<file path="src/rtl/bcd_seq_display.sv">
// Sequential binary-to-BCD converter (double dabble, one bit per clock) with
// per-digit active-low 7-segment decode, leading-zero blanking and overflow dashes.
module bcd_seq_display #(
  parameter int BIT_SIZE  = 10,
  parameter int DIGITS    = 4,
  parameter int WIRE_SIZE = 4,
  parameter int SEGMENTOS = 7
) (
  input  logic                           clk,
  input  logic                           rst,
  input  logic                           start,
  input  logic [BIT_SIZE-1:0]            binary_in,
  input  logic                           blank_ceros,
  output logic                           busy,
  output logic                           done,
  output logic                           overflow,
  output logic [WIRE_SIZE*DIGITS-1:0]    bcd_out,
  output logic [SEGMENTOS*DIGITS-1:0]    segmentos,
  output logic [1:0]                     o_dbg_state
);

  localparam int WD = WIRE_SIZE * DIGITS;
  localparam int SD = SEGMENTOS * DIGITS;
  localparam int CW = $clog2(BIT_SIZE + 1);

  localparam logic [6:0] SEG_BLANK = 7'b1111111;
  localparam logic [6:0] SEG_DASH  = 7'b1111110;

  // Handshake: start is accepted only in IDLE; busy covers SHIFT and LOAD;
  // done is a single-cycle pulse coinciding with the output update, busy=0 then.
  typedef enum logic [1:0] {IDLE = 2'd0, SHIFT = 2'd1, LOAD = 2'd2} state_t;

  state_t                r_state;
  state_t                w_next_state;
  logic [BIT_SIZE-1:0]   r_shift;
  logic [WD-1:0]         r_work;
  logic [CW-1:0]         r_cnt;
  logic                  r_blank;
  logic                  r_ovf_sticky;
  logic [WD-1:0]         r_bcd;
  logic                  r_ovf;
  logic [SD-1:0]         r_seg;
  logic                  r_done;

  logic [WD-1:0]         w_adj;
  logic [WIRE_SIZE-1:0]  w_adj_digit;
  logic [SD-1:0]         w_seg_next;
  logic [WIRE_SIZE-1:0]  w_seg_digit;
  logic                  w_zero_above;

  function automatic logic [6:0] f_decode(input logic [WIRE_SIZE-1:0] d);
    case (d)
      4'd0:    f_decode = 7'b0000001;
      4'd1:    f_decode = 7'b1001111;
      4'd2:    f_decode = 7'b0010010;
      4'd3:    f_decode = 7'b0000110;
      4'd4:    f_decode = 7'b1001100;
      4'd5:    f_decode = 7'b0100100;
      4'd6:    f_decode = 7'b0100000;
      4'd7:    f_decode = 7'b0001111;
      4'd8:    f_decode = 7'b0000000;
      4'd9:    f_decode = 7'b0000100;
      default: f_decode = SEG_BLANK;
    endcase
  endfunction

  always_ff @(posedge clk) begin
    if (rst) r_state <= IDLE;
    else     r_state <= w_next_state;
  end

  always_comb begin
    w_next_state = r_state;
    case (r_state)
      IDLE:    if (start) w_next_state = SHIFT;
      SHIFT:   if (r_cnt == CW'(1)) w_next_state = LOAD;
      LOAD:    w_next_state = IDLE;
      default: w_next_state = IDLE;
    endcase
  end

  // Add-3 correction applied to every work digit before the shift.
  always_comb begin
    w_adj       = '0;
    w_adj_digit = '0;
    for (int d = 0; d < DIGITS; d++) begin
      w_adj_digit = r_work[d*WIRE_SIZE +: WIRE_SIZE];
      if (w_adj_digit >= WIRE_SIZE'(5)) w_adj_digit = w_adj_digit + WIRE_SIZE'(3);
      w_adj[d*WIRE_SIZE +: WIRE_SIZE] = w_adj_digit;
    end
  end

  // Decode walks from the top digit down so zero_above tracks leading zeros.
  always_comb begin
    w_seg_next   = '1;
    w_seg_digit  = '0;
    w_zero_above = 1'b1;
    for (int d = DIGITS - 1; d >= 0; d--) begin
      w_seg_digit  = r_work[d*WIRE_SIZE +: WIRE_SIZE];
      w_zero_above = w_zero_above & (w_seg_digit == '0);
      if (r_ovf_sticky)
        w_seg_next[d*SEGMENTOS +: SEGMENTOS] = SEG_DASH;
      else if ((d > 0) && r_blank && w_zero_above)
        w_seg_next[d*SEGMENTOS +: SEGMENTOS] = SEG_BLANK;
      else
        w_seg_next[d*SEGMENTOS +: SEGMENTOS] = f_decode(w_seg_digit);
    end
  end

  always_ff @(posedge clk) begin
    if (rst) begin
      r_shift      <= '0;
      r_work       <= '0;
      r_cnt        <= '0;
      r_blank      <= 1'b0;
      r_ovf_sticky <= 1'b0;
      r_bcd        <= '0;
      r_ovf        <= 1'b0;
      r_seg        <= '1;
      r_done       <= 1'b0;
    end else begin
      r_done <= 1'b0;
      case (r_state)
        IDLE: begin
          if (start) begin
            r_shift      <= binary_in;
            r_blank      <= blank_ceros;
            r_work       <= '0;
            r_ovf_sticky <= 1'b0;
            r_cnt        <= CW'(BIT_SIZE);
          end
        end
        SHIFT: begin
          r_work <= {w_adj[WD-2:0], r_shift[BIT_SIZE-1]};
          r_shift <= r_shift << 1;
          // A carry out of the top digit means the value needs another digit.
          if (w_adj[WD-1]) r_ovf_sticky <= 1'b1;
          r_cnt <= r_cnt - CW'(1);
        end
        LOAD: begin
          r_bcd  <= r_work;
          r_ovf  <= r_ovf_sticky;
          r_seg  <= w_seg_next;
          r_done <= 1'b1;
        end
        default: ;
      endcase
    end
  end

  assign busy        = (r_state == SHIFT) || (r_state == LOAD);
  assign done        = r_done;
  assign overflow    = r_ovf;
  assign bcd_out     = r_bcd;
  assign segmentos   = r_seg;
  assign o_dbg_state = r_state;

endmodule

</file>
<file path="config.mk">
export PLATFORM = sky130hd
export DESIGN_NAME = bcd_seq_display
export DESIGN_NICKNAME = d
export VERILOG_FILES = /design/src/rtl/bcd_seq_display.sv
export SDC_FILE = /design/constraint.sdc
export NUM_CORES = 1
export LEC_CHECK = 0
export CORE_MARGIN = 2
export CORE_UTILIZATION = 50
export CTS_BUF_LIST = sky130_fd_sc_hd__clkbuf_16
export DETAILED_ROUTE_END_ITERATION = 6
export PLACE_DENSITY_LB_ADDON = 0.15
export SLEW_MARGIN = 15
export SYNTH_ARGS = -nofsm -noshare
export SYNTH_HDL_FRONTEND = slang
export SYNTH_SLANG_ARGS = --single-unit
</file>
<file path="constraint.sdc">
create_clock -name clk -period 3.1 [get_ports clk]
set_input_delay 0.62 -clock clk [delete_from_list [all_inputs] [get_ports clk]]
set_output_delay 0.62 -clock clk [all_outputs]
set_load 0.01 [all_outputs]
</file>
; ---- Word level (Yosys, flattened, before mapping)
; Memories as Yosys holds them, arrays and structs flattened. A register that Yosys moved wholly into a read port is not among the register bits.
; Cells that the tools add are included.
; W data, S select, Z words.
[op_classes]
n_addsub = 5
n_lt_le_gt_ge = 4
n_eq_ne = 6
n_mux = 32
bitwise_logic = 2
reduce_logical = 13
[ops]
columns = operator, count
row1 = $mux W4, 13
row2 = $mux W7, 7
row3 = $pmux W16 S2, 1
row4 = $pmux W10 S2, 1
row5 = $add A4 B2 Y4 const B, 4
row6 = $ge A4 B3 Y1 const B, 4
row7 = $mux W16, 1
row8 = $logic_not A4 Y1, 3
row9 = $mux W10, 1
row10 = $pmux W4 S2, 1
row11 = $ne A2 B2 Y1 const B, 3
row12 = $reduce_and A2 Y1, 3
row13 = $eq A4 B1 Y1 const B, 1
row14 = $mux W2, 2
row15 = $pmux W2 S2, 1
row16 = $sub A4 B1 Y4 const B, 1
row17 = $logic_and A1 B1 Y1, 3
row18 = $mux W1, 3
row19 = $reduce_and A3 Y1, 1
row20 = $and A1 B1 Y1, 2
row21 = $eq A2 B1 Y1 const B, 1
row22 = $eq A2 B2 Y1 const B, 1
row23 = $logic_not A2 Y1, 1
row24 = $pmux W1 S2, 1
row25 = 2 further kinds, 2
[word_totals]
register_bits = 80
rom_bits = 448
inputBits = 14
out_inout_bits = 49
mem_count = 4
[memory_table]
columns = memory, words, word_bits, read_ports, rd_ports_with_merged_regs, wr, line
row1 = (name not given), 16, 7, 1, 1, 0, 52  ; case (d)
row2 = (name not given), 16, 7, 1, 1, 0, 52
row3 = (name not given), 16, 7, 1, 1, 0, 52
row4 = (name not given), 16, 7, 1, 1, 0, 52

; ---- Depth between registers and ports, before layout
; Gate-level depths: netlist of run 1.
[depth]
word_depth = 6
depth_mapped = 14
ltp_nobuf = 12

; ---- Worst setup path after synthesis of run 1
; Ideal clock, no wire load.
[synth_path]
path_type = reg-to-reg
from = register r_state[0] (netlist: o_dbg_state[0])
to = register (tool-made name)
setup_time_ns = 0.127
arrival_ns = 2.450
setup_slack_ns = 0.523
path_stages_with_launch = 13
path_buffers = 2
synth_period_minus_slack_ns = 2.577
cell_sequence = dfxtp_1 > inv_1 > ha_1 > buf_6 > and2b_1 > nor2_2 > buf_2 > a22oi_1 > nor2_1 > inv_1 > ha_1 > and3_4 > or3_1
[synth_lines]
columns = item, line
row1 = start: declaration, 33  ; state_t r_state;
row2 = start signal: assignment, 69  ; else r_state <= w_next_state;

==> results of run 1 <==
-- report_power, final --
part / switching, mW / total [mW] / internal, mW
clock network: 0.555 / 1.12 / 0.568
logic: 0.155 / 0.266 / 0.111
registers: 0.0202 / 1.44 / 1.42
total: 0.731 / 2.83 / 2.10
-- critical path, cell delays in order, from the launching register on --
cell,delay [ns]
dfxtp_1,0.39
inv_1,0.08
ha_1,0.35
o21ai_4,0.58
nand2_1,0.18
a21oi_2,0.24
inv_1,0.12
ha_1,0.32
nor3_1,0.05
or3_1,0.31
-- cell families (layout without fill, tap and decap cells) --
logic type,Yosys count,count (layout),share of synthesized area (%)
simple gates,162,162,15.1
compound gates,141,141,19.8
mux,31,31,6.20
buf+inv,61,125,5.38
fa+ha+maj,40,40,9.97
xor+xnor,3,3,0.523
flops,108,108,43.1
-- layout by cell type (no fill, tap or decap), types with 15 or more instances in the layout --
master | synthesis | layout
a211oi_1 | 15 | 15
a21oi_1 | 23 | 23
buf_4 | 3 | 18
clkdlybuf4s50_1 | 0 | 61
dfxtp_1 | 108 | 108
ha_1 | 40 | 39
inv_1 | 25 | 25
mux2i_1 | 30 | 30
nand2_1 | 46 | 46
nor2_1 | 58 | 58
o21ai_0 | 17 | 17
o22ai_1 | 25 | 25
-- per-layer routing --
| metal | up-vias | GRT usage (%) | routed length [um] |
|---|---|---|---|
| met5 | - | 0 | 0 |
| met1 | 1875 | 28.9 | 5330 |
| met3 | 12 | 3.38 | 586 |
| li1 | 2061 | - | - |
| met4 | 0 | 6.08 | 136 |
| met2 | 123 | 32.8 | 4880 |
-- area by class of cell --
| type | count | area [um^2] | area share (%) |
|---|---|---|---|
| well taps | 133 | 166 | 2.73 |
| inverters | 28 | 105 | 1.72 |
| repair buffers | 81 | 771 | 12.6 |
| clock inverters | 7 | 71.3 | 1.17 |
| flip-flops and latches | 108 | 2160 | 35.5 |
| clock buffers | 9 | 225 | 3.69 |
| multi-input cells | 377 | 2590 | 42.6 |
-- worst paths after layout --
| check | from | to |
|---|---|---|
| worst max-delay path | o_dbg_state[0]$_SDFFE_PP0P_ | register |
| worst min-delay path | register | segmentos[14]$_SDFFE_PP1P_ |
| worst max register to register | o_dbg_state[0]$_SDFFE_PP0P_ | register |
| worst min register to register | register | segmentos[14]$_SDFFE_PP1P_ |
-- metrics by stage --
step                instance area [um^2]  power, mW  setup slack (ns)
finish                              6100       2.83             0.362
global route                        6100       2.96            0.0409
CTS                                 6090       2.85             0.367
detailed placement                  5800       1.74             0.153
global placement                    5800       1.73             0.187
floorplan                           5020       1.65             0.523
==> flow_metrics.tcl, run 1 <==
set metrics [dict create \
    cts_sinks 108 \
    seq_area_frac_synth_pct 43.1 \
    grt_pass1_vias 3792 \
    num_antenna_cells 0 \
    fin_cells 743 \
    timing.hold.ws_ns 0.453 \
    grt_pass1_wl_um 18400 \
    min_period_ns 2.74 \
    cts_hold_buf 0 \
    grt_antenna_before_repair 0 \
    htreeDepth 3 \
    wl_um 10900 \
    cap_violations 0 \
    drive_above_1_share_pct 9.18 \
    holdPathStages 2 \
    tns_ns 0 \
    drtPass1Iterations 4 \
    fin_nets 659 \
    r2r_cells 9 \
    worstPathRequired_ns 3.33 \
    ys_ff_latch 108 \
    drc 0 \
    numCtsBuffers 9 \
    worstPathMaxFanout 24 \
    wl_per_cell_um 14.7 \
    worst_pin_slew_ns 0.736 \
    fillCellCount 851 \
    powerDensity_nw_per_um2 464 \
    synthCells 546 \
    yosys.cell_types.count 57 \
    num_rows 36 \
    yosys.cell_count.top_type "dfxtp_1" \
    synth_edf_count 0 \
    fin_skew_ns 0.0107 \
    hold_violations 0 \
    yosysTopAreaCell "dfxtp_1" \
    yosysWarnings 0 \
    start_util_pct 51.4 \
    numPlacedInstances 727 \
    r2r_setup_slack_ns 0.36 \
    hpwl_um 7840 \
    synthTopCellsByArea "dfxtp_1 (43%), ha_1 (10%), mux2i_1 (6.0%), nor2_1 (4.3%), nand2_1 (3.4%)" \
    ys_top_cells_by_count "dfxtp_1 (108), nor2_1 (58), nand2_1 (46), ha_1 (40), mux2i_1 (30)" \
    ctsRootBufferMaster "clkbuf_16" \
    drtIter0Drc 220 \
    syn_area_um2 5020 \
    synthArstFlopShare_pct 0 \
    place_congestion 0.855 \
    die_area_um2 10900 \
    grt_use_total_pct 20.6 \
    min_path_type "reg2reg" \
    tritoncts "built" \
    critPathCaptureType "register" \
    status "finished, final reports clean" \
    slew_violations 0 \
    clkTransAtPathRegs_ns 0.07 \
    setup-violations-final 0 \
    relSlewSlack_pct 50.9 \
    ir_drop_uv 246 \
    grt_setup_unrepaired "no" \
    fp.coreArea_um2 9770 \
    ios 63 \
    cts_buffer_depth 2 \
    critPathLaunchType "register" \
    utilization_pct 62.4 \
    overflow 0 \
    leakagePower_nw 2.34 \
    antenna_left 0 \
    grt_max_degree 51 \
    area_growth_pct 21.4 \
    clk_latency_ns 0.35 \
    clock.fmax_ghz 0.365 \
    via_count 4071 \
    syn-num-nets 600 \
    die-height_um 104 \
    via_per_inst 5.48 \
    cp_data_arrival_time_ns 2.97 \
    period_share_pct 88.3 \
    ys.flop_type "dfxtp_1" \
    post-cts-setup-buffer-count 0 \
    portBuffers 62 \
    cts-resized-gates 0 \
    crit_type "reg2reg" \
    fp.dieW_um 104 \
    syn_area_per_cell_um2 9.20 \
    synth_top_area_share_pct 43.1 \
]
Note: power is estimated with default switching activity, not from simulation.
==> run 2: changes to the inputs <==
--- a/config.mk
+++ b/config.mk
@@ -8,6 +8,7 @@
 export CORE_MARGIN = 2
 export CORE_UTILIZATION = 50
 export CTS_BUF_LIST = sky130_fd_sc_hd__clkbuf_16
+export CTS_CLUSTER_DIAMETER = 100
 export DETAILED_ROUTE_END_ITERATION = 6
 export PLACE_DENSITY_LB_ADDON = 0.15
 export SLEW_MARGIN = 15
==> constraint.sdc (replaced) <==
create_clock -name clk -period 3.2 [get_ports clk]
set_input_delay 0.64 -clock clk [delete_from_list [all_inputs] [get_ports clk]]
set_output_delay 0.64 -clock clk [all_outputs]
set_load 0.01 [all_outputs]
==> run 2 against run 1 <==
Effect of this change:
- cell count is 0.40% lower
- maximum frequency fell by 3.0%
- register-to-register slack barely moved
- utilization is 0.28 points lower
- sequential power is 3% lower
- largest cell class unchanged
- highest routed layer unchanged
- cell area is 0.45% lower
- clock power shrank 5%
- via count down 0.29%
- routed wire length increased by 2.9%
- combinational power down 3%
- total power fell by 4.1%
==> flow_metrics.tcl, run 2 (synthesis results as in run 1) <==
set metrics [dict create \
    status "finished, final reports clean" \
    overflow 0 \
    utilization_pct 62.1 \
    wl_um 11300 \
    grt_max_degree 42 \
    htreeDepth 3 \
    clkTransAtPathRegs_ns 0.07 \
    ir_drop_uv 250 \
    hold_violations 0 \
    grt_use_total_pct 20.9 \
    worst_pin_slew_ns 0.703 \
    clk_latency_ns 0.34 \
    place_congestion 0.846 \
    critPathLaunch "o_dbg_state[0]$_SDFFE_PP0P_" \
    drive_above_1_share_pct 8.90 \
    relSlewSlack_pct 53.1 \
    layout_commonest_cell "dfxtp_1" \
    die_area_um2 10900 \
    critPathCaptureType "register" \
    worstPathMaxFanout 17 \
    powerDensity_nw_per_um2 447 \
    cp_data_arrival_time_ns 3.01 \
    path_buf_inv 3 \
    wl_per_cell_um 15.2 \
    r2r_setup_slack_ns 0.38 \
    cts_buffer_depth 2 \
    min_period_ns 2.82 \
    cts_sinks 108 \
    grt-busiest-layer "met2" \
    drtPass1Iterations 4 \
    area_growth_pct 20.9 \
    fin_skew_ns 0.0108 \
    ios 63 \
    critPathLaunchType "register" \
    drc 0 \
    grt_setup_unrepaired "no" \
    via_count 4059 \
    numCtsBuffers 9 \
    grt_use_met3_pct 3.26 \
    hpwl_um 8210 \
    num_antenna_cells 0 \
    grt_pass1_wl_um 18700 \
    grt_antenna_before_repair 0 \
    fin_nets 657 \
    clock.fmax_ghz 0.354 \
    met2_usage_pct 33.6 \
    fp.coreArea_um2 9770 \
    period_share_pct 88.2 \
    fin_cells 740 \
    tns_ns 0 \
    fp.dieW_um 104 \
    antenna_left 0 \
    worst_r2r_startpoint "o_dbg_state[0]$_SDFFE_PP0P_" \
    start_util_pct 51.4 \
    die-height_um 104 \
    num_rows 36 \
    drtIter0Drc 164 \
    tritoncts "built" \
    cap_violations 0 \
    multi_input_area_um2 2600 \
    portBuffers 62 \
    p_total_mw 2.71 \
    slew_violations 0 \
    setup-violations-final 0 \
    ctsRootBufferMaster "clkbuf_16" \
    crit_family "simple AND/OR/NAND/NOR gates" \
    critPathSlowestCell "a2111oi_0" \
    path_cells "inv_1 > ha_1 > and2b_1 > nor2_2 > buf_12 > a22oi_1 > nor2_1 > inv_1 > ha_1 > and3_1 > a2111oi_0" \
    grt_pass1_vias 3813 \
    crit_type "reg2reg" \
    min_path_type "reg2reg" \
    cts_hold_buf 0 \
    worstPathRequired_ns 3.39 \
    via_per_inst 5.49 \
    regArea_um2 2160 \
    fillCellCount 886 \
    leakagePower_nw 2.33 \
    cpPeakStageDelay_ns 0.44 \
    mostFrequentLayoutCells "dfxtp_1 (108), clkdlybuf4s50_1 (61), nor2_1 (58)" \
    use_met1_pct 29.0 \
    numPlacedInstances 724 \
]
## run 2: where the power goes
part           total, mW  switching [mW]  leakage, nW  internal, mW
clock               1.06           0.517        0.140         0.542
combinational      0.259           0.155         1.31         0.104
sequential          1.39          0.0210        0.875          1.37
## run 2: worst paths after layout
path	cells past startpoint	endpoint
worst min register to register	2	segmentos[17]$_SDFFE_PP1P_
worst max register to register	11	register
worst max-delay path	11	register
worst min-delay path	2	segmentos[17]$_SDFFE_PP1P_
## run 2: what timing repair did
action | in CTS | in global routing
endpoints found under the setup margin | 0 | 1
resized for setup | 0 | 0
buffers inserted | 0 | 0
## run 2: through the flow
stage / area, um^2 / setup WS, ns / hold WS, ns
CTS: 6060 / 0.298 / 0.453
detailed placement: 5770 / 0.132 / 0.437
finish: 6070 / 0.376 / 0.452
global route: 6070 / 0.0613 / 0.470
global placement: 5770 / 0.257 / 0.434
floorplan: 5020 / 0.623 / 0.429
## run 2: metal layers
metal / part of all wire (%) / up-vias
met5: 0 / -
met4: 1.0 / 0
met3: 4.9 / 6
met2: 46 / 92
met1: 48 / 1899
li1: - / 2062
## run 2: cell type report
class,instances,area share [%]
clock buffer,9,3.71
tap,133,2.74
sequential,108,35.6
multi-input combinational,378,42.9
timing repair buffer,78,12.3
clock inverter,6,0.948
inverter,28,1.73
## run 2: worst register-to-register path, stage by stage (launching register included)
cell       delay, ns
dfxtp_1         0.39
inv_1           0.08
ha_1            0.39
and2b_1         0.31
nor2_2          0.14
buf_12          0.15
a22oi_1         0.10
nor2_1          0.16
inv_1           0.12
ha_1            0.25
and3_1          0.15
a2111oi_0       0.44
==> run 3: changes to the inputs <==
--- a/config.mk
+++ b/config.mk
@@ -10,6 +10,7 @@
 export CTS_BUF_LIST = sky130_fd_sc_hd__clkbuf_16
 export CTS_CLUSTER_DIAMETER = 100
 export DETAILED_ROUTE_END_ITERATION = 6
+export GPL_TIMING_DRIVEN = 0
 export PLACE_DENSITY_LB_ADDON = 0.15
 export SLEW_MARGIN = 15
 export SYNTH_ARGS = -nofsm -noshare
==> constraint.sdc (replaced) <==
create_clock -name clk -period 3.2 [get_ports clk]
set_input_delay 0.64 -clock clk [delete_from_list [all_inputs] [get_ports clk]]
set_output_delay 0.64 -clock clk [all_outputs]
set_load 0.02 [all_outputs]
==> run 3 against run 2 <==
Effect of this change:
- non-clock buffer count is 16 higher
- worst hold slack got worse by 0.0029 ns
- sequential share of layout area down 0.36 points
- critical path depth increased by 1
- combinational power rose by 10%
- critical path type is now in2reg
- via count increased by 3.9%
- first-iteration DRC count grew 22%
- clock power is 8% higher
==> flow_metrics.tcl, run 3 (synthesis results as in run 1) <==
set metrics [dict create \
    status "finished, final reports clean" \
    critPathLaunchType "primary input" \
    num_rows 36 \
    clkTransAtPathRegs_ns 0.08 \
    clk_latency_ns 0.34 \
    place_congestion 0.919 \
    min_path_type "reg2reg" \
    overflow 0 \
    clock.fmax_ghz 0.328 \
    cpPeakStageDelay_ns 0.52 \
    start_util_pct 51.4 \
    p_total_mw 2.83 \
    utilization_pct 62.7 \
    fp.coreArea_um2 9770 \
    cp_data_arrival_time_ns 3.28 \
    hpwl_um 8780 \
    area_growth_pct 22.1 \
    tritoncts "built" \
    cts_buffer_depth 2 \
    wl_per_cell_um 15.9 \
    ctsRootBufferMaster "clkbuf_16" \
    layout_commonest_cell "dfxtp_1" \
    timing.final.ws_setup_ns 0.153 \
    critPathCaptureType "register" \
    wl_um 12000 \
    ios 63 \
    num_antenna_cells 0 \
    relSlewSlack_pct 40.2 \
    numPlacedInstances 740 \
    worst_pin_slew_ns 0.885 \
    via_per_inst 5.58 \
    timing.hold.ws_ns 0.449 \
    dp_worst_setup_slack_ns -0.495 \
    antenna_left 0 \
    worstPathRequired_ns 3.43 \
    numCtsBuffers 9 \
    critPathSlowestCell "clkdlybuf4s50_1" \
    hold_violations 0 \
    htreeDepth 3 \
    via_count 4217 \
    ir_drop_uv 330 \
    period_share_pct 95.2 \
    die-height_um 104 \
    slew_violations 0 \
    setup-violations-final 0 \
    mostFrequentLayoutCells "dfxtp_1 (108), clkdlybuf4s50_1 (61), nor2_1 (55)" \
    grt_use_total_pct 22.3 \
    fin_skew_ns 0.00631 \
    drtIter0Drc 200 \
    drive_above_1_share_pct 7.70 \
    fin_cells 756 \
    grt_pass1_wl_um 19800 \
    drtPass1Iterations 5 \
    grt_setup_unrepaired "no" \
    fp.dieW_um 104 \
    drc 0 \
    powerDensity_nw_per_um2 461 \
    leakagePower_nw 2.33 \
    path_cells "clkdlybuf4s50_1 > nand2b_4 > buf_8 > o21ai_4 > buf_4 > nand2_1 > a21oi_1 > inv_1 > ha_1 > nor2_1 > a211oi_1 > a311oi_1" \
    min_period_ns 3.05 \
    cap_violations 0 \
    multi_input_area_um2 2610 \
    crit_type "in2reg" \
    grt_max_degree 20 \
    post-cts-setup-buffer-count 0 \
    grt_antenna_before_repair 0 \
    cts_sinks 108 \
    fin_nets 672 \
    cts_hold_buf 0 \
    regArea_um2 2160 \
    die_area_um2 10900 \
    grt_pass1_vias 4000 \
    portBuffers 61 \
    worstPathMaxFanout 10 \
    fillCellCount 837 \
]
## run 3: per-layer routing
| layer | track usage [%] | vias to the layer above | routed length, um |
|---|---|---|---|
| met5 | 0 | - | 0 |
| met4 | 7.53 | 0 | 157 |
| met3 | 3.07 | 14 | 529 |
| met2 | 36.9 | 136 | 5600 |
| met1 | 30.0 | 1979 | 5740 |
| li1 | - | 2088 | - |
## run 3: critical path, delay by kind of cell
family,cells,cell delay [ns]
adder cells (fa/ha/maj),1,0.25
buffers and inverters,4,1.11
AO/OA/AOI/OAI,4,0.87
AND/OR/NAND/NOR,3,0.39
## run 3: worst paths after layout
| path | from | endpoint | slack (ns) | cells after the start |
|---|---|---|---|---|
| max | start | register | 0.15 | 12 |
| min | register | segmentos[19]$_SDFFE_PP1P_ | 0.45 | 2 |
| min reg2reg | register | segmentos[19]$_SDFFE_PP1P_ | 0.45 | 2 |
| max reg2reg | o_dbg_state[0]$_SDFFE_PP0P_ | register | 0.28 | 12 |
## run 3: metrics by stage
stage / setup TNS [ns] / instance area, um^2
after detailed placement: -5.05 / 5800
after floorplan: 0 / 5020
final: 0 / 6130
after global placement: -3.70 / 5800
after global routing: 0 / 6130
after CTS: 0 / 6120
## run 3: timing repair
item,CTS,global route
gates resized for setup,2,6
endpoints found under the hold margin,0,0
endpoints found under the setup margin,4,5
## run 3: area by class of cell
| class | instances | share of cell area, % |
|---|---|---|
| Buffer | 33 | 2.76 |
| Clock buffer | 9 | 3.67 |
| Clock inverter | 7 | 1.41 |
| Inverter | 28 | 1.71 |
| Multi-Input combinational cell | 377 | 42.5 |
| Sequential cell | 108 | 35.3 |
| Tap cell | 133 | 2.71 |
| Timing Repair Buffer | 61 | 9.96 |
## run 3: where the power goes
group | switching, mW | internal [mW]
clock network | 0.527 | 0.623
logic | 0.178 | 0.108
registers | 0.0196 | 1.37
total | 0.724 | 2.10
